--- config.mk ---
export PLATFORM = sky130hd
export DESIGN_NAME = lsu_flat
export DESIGN_NICKNAME = d
export VERILOG_FILES = /design/src/rtl/lsu_if.sv /design/src/rtl/lsu.sv /design/src/flat_wrapper.sv
export SDC_FILE = /design/constraint.sdc
export NUM_CORES = 1
export LEC_CHECK = 0
export BUFFER_PORTS_ARGS = -buffer_cell sky130_fd_sc_hd__buf_2
export CORE_UTILIZATION = 40
export CTS_CLUSTER_DIAMETER = 30
export CTS_CLUSTER_SIZE = 30
export DETAILED_ROUTE_END_ITERATION = 10
export HOLD_SLACK_MARGIN = 0.05
export PLACE_DENSITY = 0.69
export SYNTH_ARGS = -nofsm -noshare
export SYNTH_HDL_FRONTEND = slang
export SYNTH_SLANG_ARGS = --single-unit
--- constraint.sdc ---
create_clock -name clk -period 6.4 [get_ports clk]
set_input_delay 0.32 -clock clk [delete_from_list [all_inputs] [get_ports clk]]
set_output_delay 0.32 -clock clk [all_outputs]
set_load 0.03 [all_outputs]
--- src/rtl/lsu_if.sv ---
// lsu_if: handshake and bus bundle for the load/store unit.
//   in_*  : execute-stage request (valid/ready, store flag, funct3, addr, wdata)
//   mem_* : single-beat data-bus request/response
//   out_* : writeback result (valid/ready, data, fault)
// Modport slave is the LSU side; modport master is the surrounding
// pipeline/bus side (execute stage, memory and writeback together).
interface lsu_if #(
  parameter int WIDTH      = 32,
  parameter int ADDR_WIDTH = 32
);
  logic                  in_valid;
  logic                  in_ready;
  logic                  in_store;
  logic [2:0]            in_funct3;
  logic [WIDTH-1:0]      in_addr;
  logic [WIDTH-1:0]      in_wdata;

  logic                  mem_valid;
  logic                  mem_ready;
  logic                  mem_we;
  logic [ADDR_WIDTH-1:0] mem_addr;
  logic [3:0]            mem_wstrb;
  logic [WIDTH-1:0]      mem_wdata;
  logic [WIDTH-1:0]      mem_rdata;

  logic                  out_valid;
  logic                  out_ready;
  logic [WIDTH-1:0]      out_data;
  logic                  out_fault;

  modport slave (
    input  in_valid, in_store, in_funct3, in_addr, in_wdata,
    output in_ready,
    output mem_valid, mem_we, mem_addr, mem_wstrb, mem_wdata,
    input  mem_ready, mem_rdata,
    output out_valid, out_data, out_fault,
    input  out_ready
  );

  modport master (
    output in_valid, in_store, in_funct3, in_addr, in_wdata,
    input  in_ready,
    input  mem_valid, mem_we, mem_addr, mem_wstrb, mem_wdata,
    output mem_ready, mem_rdata,
    input  out_valid, out_data, out_fault,
    output out_ready
  );
endinterface

--- src/rtl/lsu.sv ---
// lsu: load/store unit between the ALU and writeback.
//   clk, rst : rising-edge clock, asynchronous active-high reset
//   bus      : lsu_if.slave (execute request, data-bus request, writeback result)
// One bus transaction per instruction; misaligned or illegal-funct3 ops
// skip the bus and return a fault with zero data.
//
// state | meaning
// IDLE  | in_ready high, waiting for an op
// BUS   | mem_valid high, request held until mem_ready
// RESP  | out_valid high, result held until out_ready
module lsu #(
  parameter int WIDTH      = 32,
  parameter int ADDR_WIDTH = 32
) (
  input logic   clk,
  input logic   rst,
  lsu_if.slave  bus
);

  typedef enum logic [1:0] {
    IDLE = 2'd0,
    BUS  = 2'd1,
    RESP = 2'd2
  } state_t;

  state_t                state_q, state_d;
  logic [ADDR_WIDTH-1:0] addr_q, addr_d;
  logic                  we_q, we_d;
  logic [3:0]            wstrb_q, wstrb_d;
  logic [WIDTH-1:0]      wdata_q, wdata_d;
  logic [2:0]            funct3_q, funct3_d;
  logic [1:0]            off_q, off_d;
  logic [WIDTH-1:0]      out_data_q, out_data_d;
  logic                  fault_q, fault_d;

  logic [1:0]            in_off;
  logic                  legal;
  logic                  misaligned;
  logic [3:0]            strb_c;
  logic [WIDTH-1:0]      lanes_c;
  logic [WIDTH-1:0]      shifted;
  logic [WIDTH-1:0]      load_ext;

  assign in_off = bus.in_addr[1:0];

  // Request decode on the raw inputs; only meaningful while accepting.
  always_comb begin
    legal      = 1'b0;
    misaligned = 1'b0;
    strb_c     = 4'b1111;
    lanes_c    = bus.in_wdata;
    if (bus.in_store) begin
      legal = (bus.in_funct3 == 3'b000) || (bus.in_funct3 == 3'b001) ||
              (bus.in_funct3 == 3'b010);
    end else begin
      legal = (bus.in_funct3 == 3'b000) || (bus.in_funct3 == 3'b001) ||
              (bus.in_funct3 == 3'b010) || (bus.in_funct3 == 3'b100) ||
              (bus.in_funct3 == 3'b101);
    end
    case (bus.in_funct3[1:0])
      2'b00: begin
        strb_c  = 4'b0001 << in_off;
        lanes_c = {4{bus.in_wdata[7:0]}};
      end
      2'b01: begin
        misaligned = in_off[0];
        strb_c     = 4'b0011 << in_off;
        lanes_c    = {2{bus.in_wdata[15:0]}};
      end
      default: begin
        misaligned = (in_off != 2'b00);
        strb_c     = 4'b1111;
        lanes_c    = bus.in_wdata;
      end
    endcase
  end

  // Load alignment and extension from the captured offset/funct3.
  always_comb begin
    shifted  = bus.mem_rdata >> {off_q, 3'b000};
    load_ext = shifted;
    case (funct3_q)
      3'b000:  load_ext = {{(WIDTH-8){shifted[7]}}, shifted[7:0]};
      3'b001:  load_ext = {{(WIDTH-16){shifted[15]}}, shifted[15:0]};
      3'b100:  load_ext = {{(WIDTH-8){1'b0}}, shifted[7:0]};
      3'b101:  load_ext = {{(WIDTH-16){1'b0}}, shifted[15:0]};
      default: load_ext = shifted;
    endcase
  end

  always_comb begin
    state_d    = state_q;
    addr_d     = addr_q;
    we_d       = we_q;
    wstrb_d    = wstrb_q;
    wdata_d    = wdata_q;
    funct3_d   = funct3_q;
    off_d      = off_q;
    out_data_d = out_data_q;
    fault_d    = fault_q;
    case (state_q)
      IDLE: begin
        if (bus.in_valid) begin
          addr_d     = {bus.in_addr[ADDR_WIDTH-1:2], 2'b00};
          we_d       = bus.in_store;
          wstrb_d    = bus.in_store ? strb_c : 4'b0000;
          wdata_d    = lanes_c;
          funct3_d   = bus.in_funct3;
          off_d      = in_off;
          out_data_d = '0;
          if (!legal || misaligned) begin
            fault_d = 1'b1;
            state_d = RESP;
          end else begin
            fault_d = 1'b0;
            state_d = BUS;
          end
        end
      end
      BUS: begin
        if (bus.mem_ready) begin
          out_data_d = we_q ? '0 : load_ext;
          state_d    = RESP;
        end
      end
      RESP: begin
        if (bus.out_ready) state_d = IDLE;
      end
      default: state_d = IDLE;
    endcase
  end

  always_ff @(posedge clk or posedge rst) begin
    if (rst) begin
      state_q    <= IDLE;
      addr_q     <= '0;
      we_q       <= 1'b0;
      wstrb_q    <= 4'b0000;
      wdata_q    <= '0;
      funct3_q   <= 3'b000;
      off_q      <= 2'b00;
      out_data_q <= '0;
      fault_q    <= 1'b0;
    end else begin
      state_q    <= state_d;
      addr_q     <= addr_d;
      we_q       <= we_d;
      wstrb_q    <= wstrb_d;
      wdata_q    <= wdata_d;
      funct3_q   <= funct3_d;
      off_q      <= off_d;
      out_data_q <= out_data_d;
      fault_q    <= fault_d;
    end
  end

  // Valids decode straight from the state flop so reset drops them at once.
  assign bus.in_ready  = (state_q == IDLE);
  assign bus.mem_valid = (state_q == BUS);
  assign bus.mem_we    = we_q;
  assign bus.mem_addr  = addr_q;
  assign bus.mem_wstrb = wstrb_q;
  assign bus.mem_wdata = wdata_q;
  assign bus.out_valid = (state_q == RESP);
  assign bus.out_data  = out_data_q;
  assign bus.out_fault = fault_q;

endmodule

--- src/flat_wrapper.sv ---
// flat-port wrapper written by rule: the top's interface ports become plain ports
module lsu_flat 
#(
  parameter int WIDTH      = 32,
  parameter int ADDR_WIDTH = 32
)
  (clk, rst, bus_in_valid, bus_in_store, bus_in_funct3, bus_in_addr, bus_in_wdata, bus_in_ready, bus_mem_valid, bus_mem_we, bus_mem_addr, bus_mem_wstrb, bus_mem_wdata, bus_mem_ready, bus_mem_rdata, bus_out_valid, bus_out_data, bus_out_fault, bus_out_ready);
  lsu_if #(.WIDTH(WIDTH), .ADDR_WIDTH(ADDR_WIDTH)) bus_i ();
  input logic clk;
  input logic rst;
  input wire logic [$bits(bus_i.in_valid)-1:0] bus_in_valid;
  input wire logic [$bits(bus_i.in_store)-1:0] bus_in_store;
  input wire logic [$bits(bus_i.in_funct3)-1:0] bus_in_funct3;
  input wire logic [$bits(bus_i.in_addr)-1:0] bus_in_addr;
  input wire logic [$bits(bus_i.in_wdata)-1:0] bus_in_wdata;
  output wire logic [$bits(bus_i.in_ready)-1:0] bus_in_ready;
  output wire logic [$bits(bus_i.mem_valid)-1:0] bus_mem_valid;
  output wire logic [$bits(bus_i.mem_we)-1:0] bus_mem_we;
  output wire logic [$bits(bus_i.mem_addr)-1:0] bus_mem_addr;
  output wire logic [$bits(bus_i.mem_wstrb)-1:0] bus_mem_wstrb;
  output wire logic [$bits(bus_i.mem_wdata)-1:0] bus_mem_wdata;
  input wire logic [$bits(bus_i.mem_ready)-1:0] bus_mem_ready;
  input wire logic [$bits(bus_i.mem_rdata)-1:0] bus_mem_rdata;
  output wire logic [$bits(bus_i.out_valid)-1:0] bus_out_valid;
  output wire logic [$bits(bus_i.out_data)-1:0] bus_out_data;
  output wire logic [$bits(bus_i.out_fault)-1:0] bus_out_fault;
  input wire logic [$bits(bus_i.out_ready)-1:0] bus_out_ready;
  assign bus_i.in_valid = bus_in_valid;
  assign bus_i.in_store = bus_in_store;
  assign bus_i.in_funct3 = bus_in_funct3;
  assign bus_i.in_addr = bus_in_addr;
  assign bus_i.in_wdata = bus_in_wdata;
  assign bus_in_ready = bus_i.in_ready;
  assign bus_mem_valid = bus_i.mem_valid;
  assign bus_mem_we = bus_i.mem_we;
  assign bus_mem_addr = bus_i.mem_addr;
  assign bus_mem_wstrb = bus_i.mem_wstrb;
  assign bus_mem_wdata = bus_i.mem_wdata;
  assign bus_i.mem_ready = bus_mem_ready;
  assign bus_i.mem_rdata = bus_mem_rdata;
  assign bus_out_valid = bus_i.out_valid;
  assign bus_out_data = bus_i.out_data;
  assign bus_out_fault = bus_i.out_fault;
  assign bus_i.out_ready = bus_out_ready;
  lsu #(.WIDTH(WIDTH), .ADDR_WIDTH(ADDR_WIDTH)) u_core (.clk(clk), .rst(rst), .bus(bus_i));
endmodule
==> impl_metrics.py, run 1 <==
metrics = {
    "grt": {
        "grt_usage_pct": 21.65,
        "grt_max_degree": 92,
        "gr-total-overflow": 0,
        "grt_pass1_wl_um": 21490,
        "antenna_found_initial": 1,
        "grt_pass1_vias": 4256,
    },
    "sta": {
        "setup_violations": 0,
        "timing_max_transition_violations_final": 0,
        "whs_ns": 0.1593,
        "finalWorstPathRequiredPeriod_ns": 2.611,
        "fmax_mhz": 382.9,
        "hold_viol_final": 0,
        "setup_ws_ns": 3.789,
        "fin_skew_ns": 0.004564,
        "rsz0062_at_grt": "no",
        "worst_slew_pin_slew_ns": 0.9826,
        "max_slew_margin_pct": 34.49,
        "post-route-period-util_pct": 40.80,
        "tns_ns": 0,
    },
    "power_and_ir_drop": {
        "switchingPower_uw": 1203,
        "p_leak_uw": 0.003447,
        "p_seq_share_pct": 38.0,
        "cellPowerDensity_nw_per_um2": 425.9,
        "ir_drop_v": 0.0002011,
        "pwr-share-clk_pct": 18.9,
        "sw_frac_of_total_pct": 44.50,
        "internal_power_uw": 1501,
        "pwr-share-comb_pct": 43.1,
        "power_uw": 2704,
    },
    "clock_tree": {
        "ctsHtreeMaxLevel": 3,
        "cts_setup_buffers": 0,
        "cts.repair.resized": 0,
        "insertion_delay_ns": 0.35,
        "ctsHoldBuffers": 1,
        "cts.sinks": 107,
        "clk_pin_slew_ns": 0.07,
        "numCtsBuffers": 9,
        "ctsLongestPathBuffers": 2,
        "cts_tree": "done",
        "clockRootBuffer": "clkbuf_16",
    },
    "detailed_routing": {
        "drt-total-wl_um": 13500,
        "routedWlPerCell_um": 15.29,
        "remaining_drc_errors": 0,
        "drtAntennaViolNets": 0,
        "drtIter0Drc": 333,
        "vias": 4395,
        "dr.pass1.iters": 4,
        "avgViaCountPerCell": 4.977,
    },
    "floorplanning": {
        "fp.dieW_um": 113.3,
        "start_util_pct": 41.10,
        "die_h_um": 113.3,
        "dieArea_um2": 12840,
        "core-area_um2": 12060,
        "io_pins": 210,
        "rows": 40,
    },
    "synthesis": {
        "avgSynthCellArea_um2": 9.478,
        "synthTopCellsByCount": "nand2_1, dfrtp_1, o21ai_0, mux2i_1",
        "synth_top_flop_cell": "dfrtp_1",
        "syn_inst": 523,
        "yosysWarnings": 0,
        "yosysTopAreaCellShare_pct": 54.01,
        "ys_seq_elements": 107,
        "yosysMostFrequentCell": "nand2_1",
        "syn_area_um2": 4957,
        "yosysSeqAreaShare_pct": 54.01,
        "yosys-top-cells-area": "dfrtp_1, nand2_1, mux2i_1, o21ai_0, a21oi_1",
        "synth_edf_count": 0,
        "ys_types": 30,
        "async_flop_share_pct": 100.0,
        "yosysTopAreaCell": "dfrtp_1",
    },
    "finish": {
        "area_growth_pct": 28.07,
        "nets": 814,
        "drive_gt1_share_pct": 35.29,
        "final_core_util_pct": 52.63,
        "nFillCells": 1126,
    },
    "placement": {
        "post-place-ws_ns": 3.825,
        "place.detailed.hpwl_um": 9738,
        "gpl.final_weighted_congestion": 0.8769,
        "io_buffers": 207,
    },
    "critical_path": {
        "cp-start-kind": "flip-flop",
        "cp_max_fo": 33,
        "worst_ep_required_time_ns": 6.68,
        "critPathMaxStageDelay_ns": 0.99,
        "crit_type": "reg -> reg",
        "cp_cell_sequence": "mux4_2, nor4_4, a221o_2",
        "slowest_stage": "dfrtp_1",
        "cp-end-kind": "flip-flop",
        "cp_top_family": "flip-flops",
        "arrival_ns": 2.89,
        "crit_buf_inv": 0,
    },
    "worst_hold_path": {
        "hold_path_class": "in -> reg",
    },
    "run": {
        "drv_cap": 0,
    },
    "status": {
        "status": "finished, final reports clean",
    },
}
==> per-stage QoR <==
| stage | area, um^2 | cells |
|---|---|---|
| after floorplan | 4961 | 524 |
| after global placement | 6075 | 865 |
| after detailed placement | 6075 | 865 |
| after CTS | 6346 | 882 |
| after global routing | 6349 | 883 |
| final | 6349 | 883 |
==> power groups by stage <==
stage               logic, uW  registers (uW)  clock network [uW]
finish                   1170            1030                 511
global route             1260            1050                 550
CTS                      1180            1030                 521
detailed placement       1180            1030                   0
global placement         1160            1020                   0
floorplan                 450            1400                   0
==> routing by layer <==
metal  up-vias  track usage [%]  share of wire (%)
li1       2123                -                  -
met1      2073            27.72                 43
met2       178            34.52                 47
met3        21            6.267                7.9
met4         0            8.860                2.1
met5         -                0                  0
==> flip-flops by register name, indices dropped and copies added, names as in the netlist <==
register and count:
u_core.funct3_q 3, u_core.bus.mem_wstrb 4, u_core.bus.out_fault 1, u_core.bus.mem_wdata 32, u_core.bus.mem_we 1, u_core.bus.out_data 32
u_core.off_q 2, u_core.bus.mem_addr 30, u_core.state_q 2
==> worst paths after layout <==
kind                                          start                        to  cells after the start  slack (ns)
setup reg to reg                    u_core.off_q[1]   u_core.bus.out_data[31]                      3        3.79
setup / recovery                    u_core.off_q[1]   u_core.bus.out_data[31]                      3        3.79
min in group asynchronous                       rst    u_core.bus.mem_addr[2]                      3        0.59
hold reg to reg            u_core.bus.mem_wdata[19]  u_core.bus.mem_wdata[19]                      2        0.47
hold / removal                       bus_in_addr[5]    u_core.bus.mem_addr[5]                      3        0.16
max in group asynchronous                       rst   u_core.bus.mem_wdata[8]                      4        4.59
==> logic make-up (layout without fill, tap and decap cells) <==
logic type	count (synthesis)	in the layout	synth area share, %
simple gates	224	224	19.03
mux	52	52	11.18
buf+inv	41	231	3.685
compound gates	98	98	12.01
other cells	1	3	0.07565
flops	107	107	54.01
==> worst register-to-register path, cell delays in order (launching register included) <==
cell     delay, ns
dfrtp_1       0.99
mux4_2        0.63
nor4_4        0.70
a221o_2       0.23
==> area by class of cell <==
class,count,area [um^2],share of cell area (%)
timing repair buffer,213,1084,17.07
inverter,2,10.01,0.1577
multi-input combinational,376,2103,33.13
antenna,1,2.502,0.03942
sequential,107,2678,42.18
clock buffer,10,229.0,3.607
tap,168,210.2,3.311
clock inverter,6,32.53,0.5124
==> cells in the final DEF, fill, tap and decap left out <==
| cell | netlist | final |
|---|---|---|
| a211o_1 | 1 | 1 |
| a21o_1 | 1 | 1 |
| a21oi_1 | 26 | 26 |
| a221o_1 | 7 | 7 |
| a221o_2 | 9 | 9 |
| and2_1 | 1 | 1 |
| buf_2 | 4 | 207 |
| buf_4 | 2 | 5 |
| clkbuf_1 | 26 | 1 |
| clkbuf_16 | 0 | 9 |
| clkinv_2 | 0 | 5 |
| clkinvlp_4 | 0 | 1 |
| conb_1 | 1 | 2 |
| dfrtp_1 | 107 | 107 |
| diode_2 | 0 | 1 |
| dlygate4sd3_1 | 0 | 1 |
| inv_1 | 2 | 1 |
| inv_4 | 0 | 1 |
| mux2_2 | 7 | 7 |
| mux2i_1 | 43 | 43 |
| mux4_2 | 2 | 2 |
| nand2_1 | 177 | 176 |
| nand2_2 | 0 | 1 |
| nand2b_1 | 2 | 2 |
| nand3b_1 | 8 | 8 |
| nand4bb_1 | 1 | 1 |
| nor2_1 | 23 | 23 |
| nor2b_1 | 7 | 7 |
| nor3b_2 | 2 | 2 |
| nor4_4 | 1 | 1 |
| o21ai_0 | 52 | 52 |
| o2bb2ai_1 | 1 | 1 |
| o41ai_1 | 1 | 1 |
| or2_2 | 2 | 2 |
No activity file was read; power rests on OpenSTA's default activity.
==> run 2: changes to the inputs <==
- ABC_AREA: default -> 1
- PLACE_DENSITY: 0.69 -> 0.71
- clock period: 6.4 -> 2.1 ns (I/O delays scaled with it)
==> run 2 against run 1 <==
Maximum frequency rose by 40%. Synthesized cell count increased by 30%. Non-clock buffer count grew 66. Die area grew 4.7%. Clock power rose to 3.6 times the previous value. Clock-buffer cell count fell by 1. Largest cell class unchanged. Highest routed layer unchanged.
==> impl_metrics.py, run 2 <==
metrics = {
    "finish": {
        "layout_commonest_cell": "nand2_1",
        "final_core_util_pct": 57.45,
        "drive_gt1_share_pct": 27.41,
        "final_cell_mix": "nand2_1, buf_2, dfrtp_1, dlygate4sd3_1, nor2_1",
        "antenna_cells": 0,
        "nets": 1035,
        "nFillCells": 1193,
        "multi_input_area_um2": 2163,
        "final_area_um2": 7249,
        "ff_latch_area_um2": 2678,
        "area_growth_pct": 39.55,
    },
    "power_and_ir_drop": {
        "ir_drop_v": 0.0008041,
        "p_leak_uw": 0.004107,
        "cellPowerDensity_nw_per_um2": 1488,
    },
    "clock_tree": {
        "cts.sinks": 107,
        "clockRootBuffer": "clkbuf_16",
        "clk_pin_slew_ns": 0.08,
        "cts_setup_buffers": 0,
        "ctsLongestPathBuffers": 2,
        "insertion_delay_ns": 0.35,
        "cts_tree": "done",
        "ctsHtreeMaxLevel": 3,
        "numCtsBuffers": 9,
    },
    "critical_path": {
        "endpoint": "u_core.bus.mem_wdata[27]",
        "worst_r2r_path_depth": 6,
        "cp-start-kind": "flip-flop",
        "critPathMaxStageDelay_ns": 0.56,
        "crit_path_start": "u_core.state_q[0]",
        "slowest_stage": "dlygate4sd3_1",
        "reg2reg_to": "u_core.bus.mem_wdata[27]",
        "cp-end-kind": "flip-flop",
        "crit_type": "reg -> reg",
        "cp_cell_sequence": "nor2_4, nand2_4, inv_2, nor2_1, a31oi_1, dlygate4sd3_1",
        "worst_ep_required_time_ns": 2.39,
        "arrival_ns": 2.16,
        "cp_max_fo": 24,
        "r2r-start": "u_core.state_q[0]",
        "r2r_slack_ns": 0.23,
    },
    "floorplanning": {
        "core-area_um2": 12620,
        "fp.dieW_um": 116.0,
        "die_h_um": 116.0,
        "dieArea_um2": 13450,
        "start_util_pct": 41.17,
        "rows": 41,
        "io_pins": 210,
    },
    "grt": {
        "grt_usage_pct": 24.08,
        "grt_max_degree": 108,
        "grt_pass1_wl_um": 24880,
        "grt_pass1_vias": 5173,
        "gr-total-overflow": 0,
        "antenna_found_initial": 0,
    },
    "detailed_routing": {
        "routedWlPerCell_um": 14.29,
        "drtIter0Drc": 387,
        "dr.pass1.iters": 5,
        "remaining_drc_errors": 0,
        "drt-total-wl_um": 15810,
        "avgViaCountPerCell": 4.882,
        "vias": 5400,
        "drtAntennaViolNets": 0,
    },
    "placement": {
        "io_buffers": 207,
        "gpl.final_weighted_congestion": 0.8614,
        "dpl_cell_area_um2": 6327,
        "place.detailed.hpwl_um": 10460,
    },
    "synthesis": {
        "ys_types": 25,
        "yosys-top-cells-area": "dfrtp_1, nand2_1, o21ai_0, nor2_1, nand3_1",
        "synth_edf_count": 0,
        "synthTopCellsByCount": "nand2_1, dfrtp_1, nor2_1, o21ai_0, nand3_1",
        "yosysTopAreaCell": "dfrtp_1",
        "avgSynthCellArea_um2": 7.662,
        "yosysWarnings": 0,
        "yosysMostFrequentCell": "nand2_1",
        "syn_inst": 678,
        "async_flop_share_pct": 100.0,
        "synth_top_flop_cell": "dfrtp_1",
        "yosysSeqAreaShare_pct": 51.54,
        "yosysTopAreaCellShare_pct": 51.54,
        "ys_seq_elements": 107,
        "syn_area_um2": 5195,
    },
    "sta": {
        "max_slew_margin_pct": 60.28,
        "post-route-period-util_pct": 89.06,
        "finalWorstPathRequiredPeriod_ns": 1.870,
        "worst_slew_pin_slew_ns": 0.5958,
        "setup_violations": 0,
        "fmax_mhz": 534.7,
        "timing_max_transition_violations_final": 0,
        "fin_skew_ns": 0.009157,
        "rsz0062_at_grt": "no",
        "tns_ns": 0,
        "hold_viol_final": 0,
    },
    "worst_hold_path": {
        "hold_path_class": "in -> reg",
        "holdPathStages": 3,
    },
    "run": {
        "drv_cap": 0,
    },
    "status": {
        "status": "finished, final reports clean",
    },
}
-- run 2: cell types whose count changed in the layout (fill, tap and decap cells not counted), moves of 18 or more --
cell	before	now
nor2_1	23	44
inv_1	1	22
mux2i_1	43	0
nand3_1	0	25
nand2_1	176	334
dlygate4sd3_1	1	60
a31oi_1	0	18
-- run 2: cell families (layout without fill, tap and decap cells) --
kind of cell    Yosys count  in the layout  synth area share (%)
flops                   107            107                 51.54
other cells               1              2               0.07219
buf+inv                  68            323                 6.888
compound gates           84             84                 8.815
simple gates            418            418                 32.68
-- run 2: worst min-delay path by stage --
stage / slack, ns / startpoint / endpoint
4_1_cts: 0.05 / bus_in_wdata[8] / u_core.bus.mem_wdata[24]
3_5_place_dp: 0.30 / bus_in_addr[23] / u_core.bus.mem_addr[23]
5_1_grt: 0.06 / bus_in_wdata[28] / u_core.bus.mem_wdata[28]
2_1_floorplan: 0.21 / bus_mem_ready / u_core.state_q[0]
6_report: 0.06 / bus_in_wdata[8] / u_core.bus.mem_wdata[24]
3_3_place_gp: 0.30 / bus_in_addr[21] / u_core.bus.mem_addr[21]
-- run 2: layer usage --
layer / track usage, % / part of all wire [%] / up-vias
met2: 41.19 / 49 / 231
met4: 7.094 / 1.8 / 0
met5: 0 / 0 / -
li1: - / - / 2629
met3: 6.642 / 8.3 / 30
met1: 29.65 / 41 / 2510
-- run 2: metrics by stage --
stage | hold slack [ns] | total power, uW | std cells | worst slack (ns)
final | 0.05971 | 10780 | 1106 | 0.2296
after global routing | 0.05987 | 11540 | 1106 | 0.09948
after CTS | 0.05095 | 10840 | 1106 | 0.2273
after detailed placement | 0.3030 | 8855 | 1031 | 0.4252
after global placement | 0.2992 | 8784 | 1031 | 0.4600
after floorplan | 0.2138 | 7400 | 679 | 0.7075
-- run 2: area by class of cell --
type | count | area share [%]
well taps | 172 | 2.969
clock inverters | 6 | 1.329
clock buffers | 9 | 3.107
flip-flops and latches | 107 | 36.93
repair buffers | 279 | 24.16
inverters | 29 | 1.657
multi-input cells | 504 | 29.84
-- run 2: critical path: cells and delay by family (launching register included) --
kind	cells	cell delay [ns]
AO/OA/AOI/OAI	1	0.14
buffers and inverters	2	0.81
flip-flops	1	0.44
AND/OR/NAND/NOR	3	0.43
-- run 2: what timing repair did --
action / in CTS / in global routing
endpoints found under the hold margin: 165 / 0
hold buffers: 60 / 0
gates resized for setup: 0 / 0
endpoints found under the setup margin: 0 / 0
-- run 2: where the power goes --
group,switching (uW),internal [uW],leakage [uW]
clock,788,1050,0.000154
combinational,3890,1610,0.00261
sequential,542,2900,0.00135
==> run 3: changes to the inputs <==
- CORE_UTILIZATION: 40 -> 44
- PLACE_DENSITY: 0.71 -> 0.77
==> run 3 against run 2 <==
Worst setup slack worse by 0.075 ns. First-iteration DRC count is 7.5% higher. Wire length is 3.5% higher. Total power is 0.13% lower. Die area is 8.9% lower. Flip-flop and latch count stayed put. Via count is 2.5% higher. Hold slack hardly changed. Cell count is 2.3% lower. Highest routed layer unchanged.
==> impl_metrics.py, run 3 (synthesis results as in run 2) <==
metrics = {
    "status": {
        "status": "finished, final reports clean",
    },
    "finish": {
        "drive_gt1_share_pct": 27.29,
        "final_cell_mix": "nand2_1, buf_2, dfrtp_1, dlygate4sd3_1, nor2_1",
        "final_core_util_pct": 63.07,
        "nets": 1038,
        "antenna_cells": 0,
        "fin_cells": 1081,
        "area_growth_pct": 39.21,
        "layout_commonest_cell": "nand2_1",
    },
    "floorplanning": {
        "core-area_um2": 11470,
        "rows": 39,
        "dieArea_um2": 12250,
        "die_h_um": 110.7,
        "fp.dieW_um": 110.7,
        "start_util_pct": 45.30,
        "io_pins": 210,
    },
    "detailed_routing": {
        "drtIter0Drc": 416,
        "dr.pass1.iters": 5,
        "remaining_drc_errors": 0,
        "drtAntennaViolNets": 0,
        "drt-total-wl_um": 16360,
        "routedWlPerCell_um": 15.13,
        "avgViaCountPerCell": 5.121,
        "vias": 5536,
    },
    "grt": {
        "grt_usage_pct": 27.27,
        "antenna_found_initial": 0,
        "gr-total-overflow": 0,
        "grt_pass1_vias": 5490,
        "grt_max_degree": 108,
        "grt_pass1_wl_um": 26760,
    },
    "placement": {
        "io_buffers": 207,
        "gpl.final_weighted_congestion": 0.9176,
        "place.detailed.hpwl_um": 10260,
        "place_inst": 1001,
    },
    "sta": {
        "post-route-period-util_pct": 92.62,
        "hold_viol_final": 0,
        "finalWorstPathRequiredPeriod_ns": 1.945,
        "setup_violations": 0,
        "timing_max_transition_violations_final": 0,
        "max_slew_margin_pct": 52.98,
        "fmax_mhz": 514.1,
        "tns_ns": 0,
        "whs_ns": 0.05939,
        "worst_slew_pin_slew_ns": 0.7027,
        "fin_skew_ns": 0.007445,
        "rsz0062_at_grt": "no",
    },
    "clock_tree": {
        "clk_pin_slew_ns": 0.08,
        "cts.sinks": 107,
        "cts_tree": "done",
        "cts_setup_buffers": 0,
        "ctsHtreeMaxLevel": 3,
        "insertion_delay_ns": 0.36,
        "clockRootBuffer": "clkbuf_16",
        "ctsLongestPathBuffers": 2,
        "numCtsBuffers": 9,
    },
    "power_and_ir_drop": {
        "cellPowerDensity_nw_per_um2": 1489,
        "p_leak_uw": 0.004103,
        "ir_drop_v": 0.001054,
        "power_uw": 10770,
    },
    "critical_path": {
        "crit_type": "reg -> reg",
        "worst_ep_required_time_ns": 2.34,
        "cp-start-kind": "flip-flop",
        "crit_buf_inv": 3,
        "arrival_ns": 2.18,
        "cp_top_family": "buffers and inverters",
        "slowest_stage": "dlygate4sd3_1",
        "critPathMaxStageDelay_ns": 0.57,
        "cp_max_fo": 31,
        "cp-end-kind": "flip-flop",
        "cp_cell_sequence": "nor2_4, nand2_4, clkinv_2, buf_12, nor2_1, a31oi_1, dlygate4sd3_1",
    },
    "worst_hold_path": {
        "hold_path_class": "in -> reg",
    },
    "run": {
        "drv_cap": 0,
    },
}
## run 3: timing repair
action	in CTS	in global routing
endpoints found under the hold margin	166	0
hold buffers	64	0
resized for setup	0	1
endpoints found under the setup margin	0	4
## run 3: routing by layer
layer	track usage, %	vias up	share of wire, %
met5	0	-	0
met4	12.80	0	3.5
met3	5.850	47	8.6
met2	45.71	315	49
met1	33.56	2534	39
li1	-	2640	-
## run 3: worst reg2reg max path, cell delays in order (launching register included)
cell,delay [ns]
dfrtp_1,0.45
nor2_4,0.08
nand2_4,0.09
clkinv_2,0.22
buf_12,0.26
nor2_1,0.13
a31oi_1,0.05
dlygate4sd3_1,0.57
## run 3: worst paths after layout
path,end,cells past startpoint,slack (ns),startpoint
worst max-delay path,u_core.bus.mem_wdata[25],7,0.15,u_core.state_q[0]
worst min-delay path,u_core.funct3_q[2],3,0.06,bus_in_funct3[2]
worst max register to register,u_core.bus.mem_wdata[25],7,0.15,u_core.state_q[0]
worst min register to register,u_core.bus.out_data[18],2,0.48,u_core.bus.out_data[18]
max in group asynchronous,u_core.bus.mem_wstrb[2],4,1.22,rst
min in group asynchronous,u_core.bus.out_data[3],4,0.45,rst
## run 3: stage by stage
| step | instance area [um^2] | worst slack [ns] |
|---|---|---|
| 4_1_cts | 7231 | 0.1291 |
| 5_1_grt | 7232 | 0.01287 |
| 3_5_place_dp | 6296 | 0.5536 |
| 2_1_floorplan | 5202 | 0.7075 |
| 6_report | 7232 | 0.1549 |
| 3_3_place_gp | 6296 | 0.6080 |
## run 3: layout make-up
class | count | area [um^2]
clock buffer | 9 | 225.2
clock inverter | 7 | 68.82
fill | 941 | 4235
inverter | 29 | 121.4
multi-input combinational | 504 | 2163
sequential | 107 | 2678
tap | 143 | 178.9
timing repair buffer | 282 | 1797
## run 3: power by group
part,internal [uW],switching (uW)
logic,1670,4010
registers,2900,523
clock network,832,840
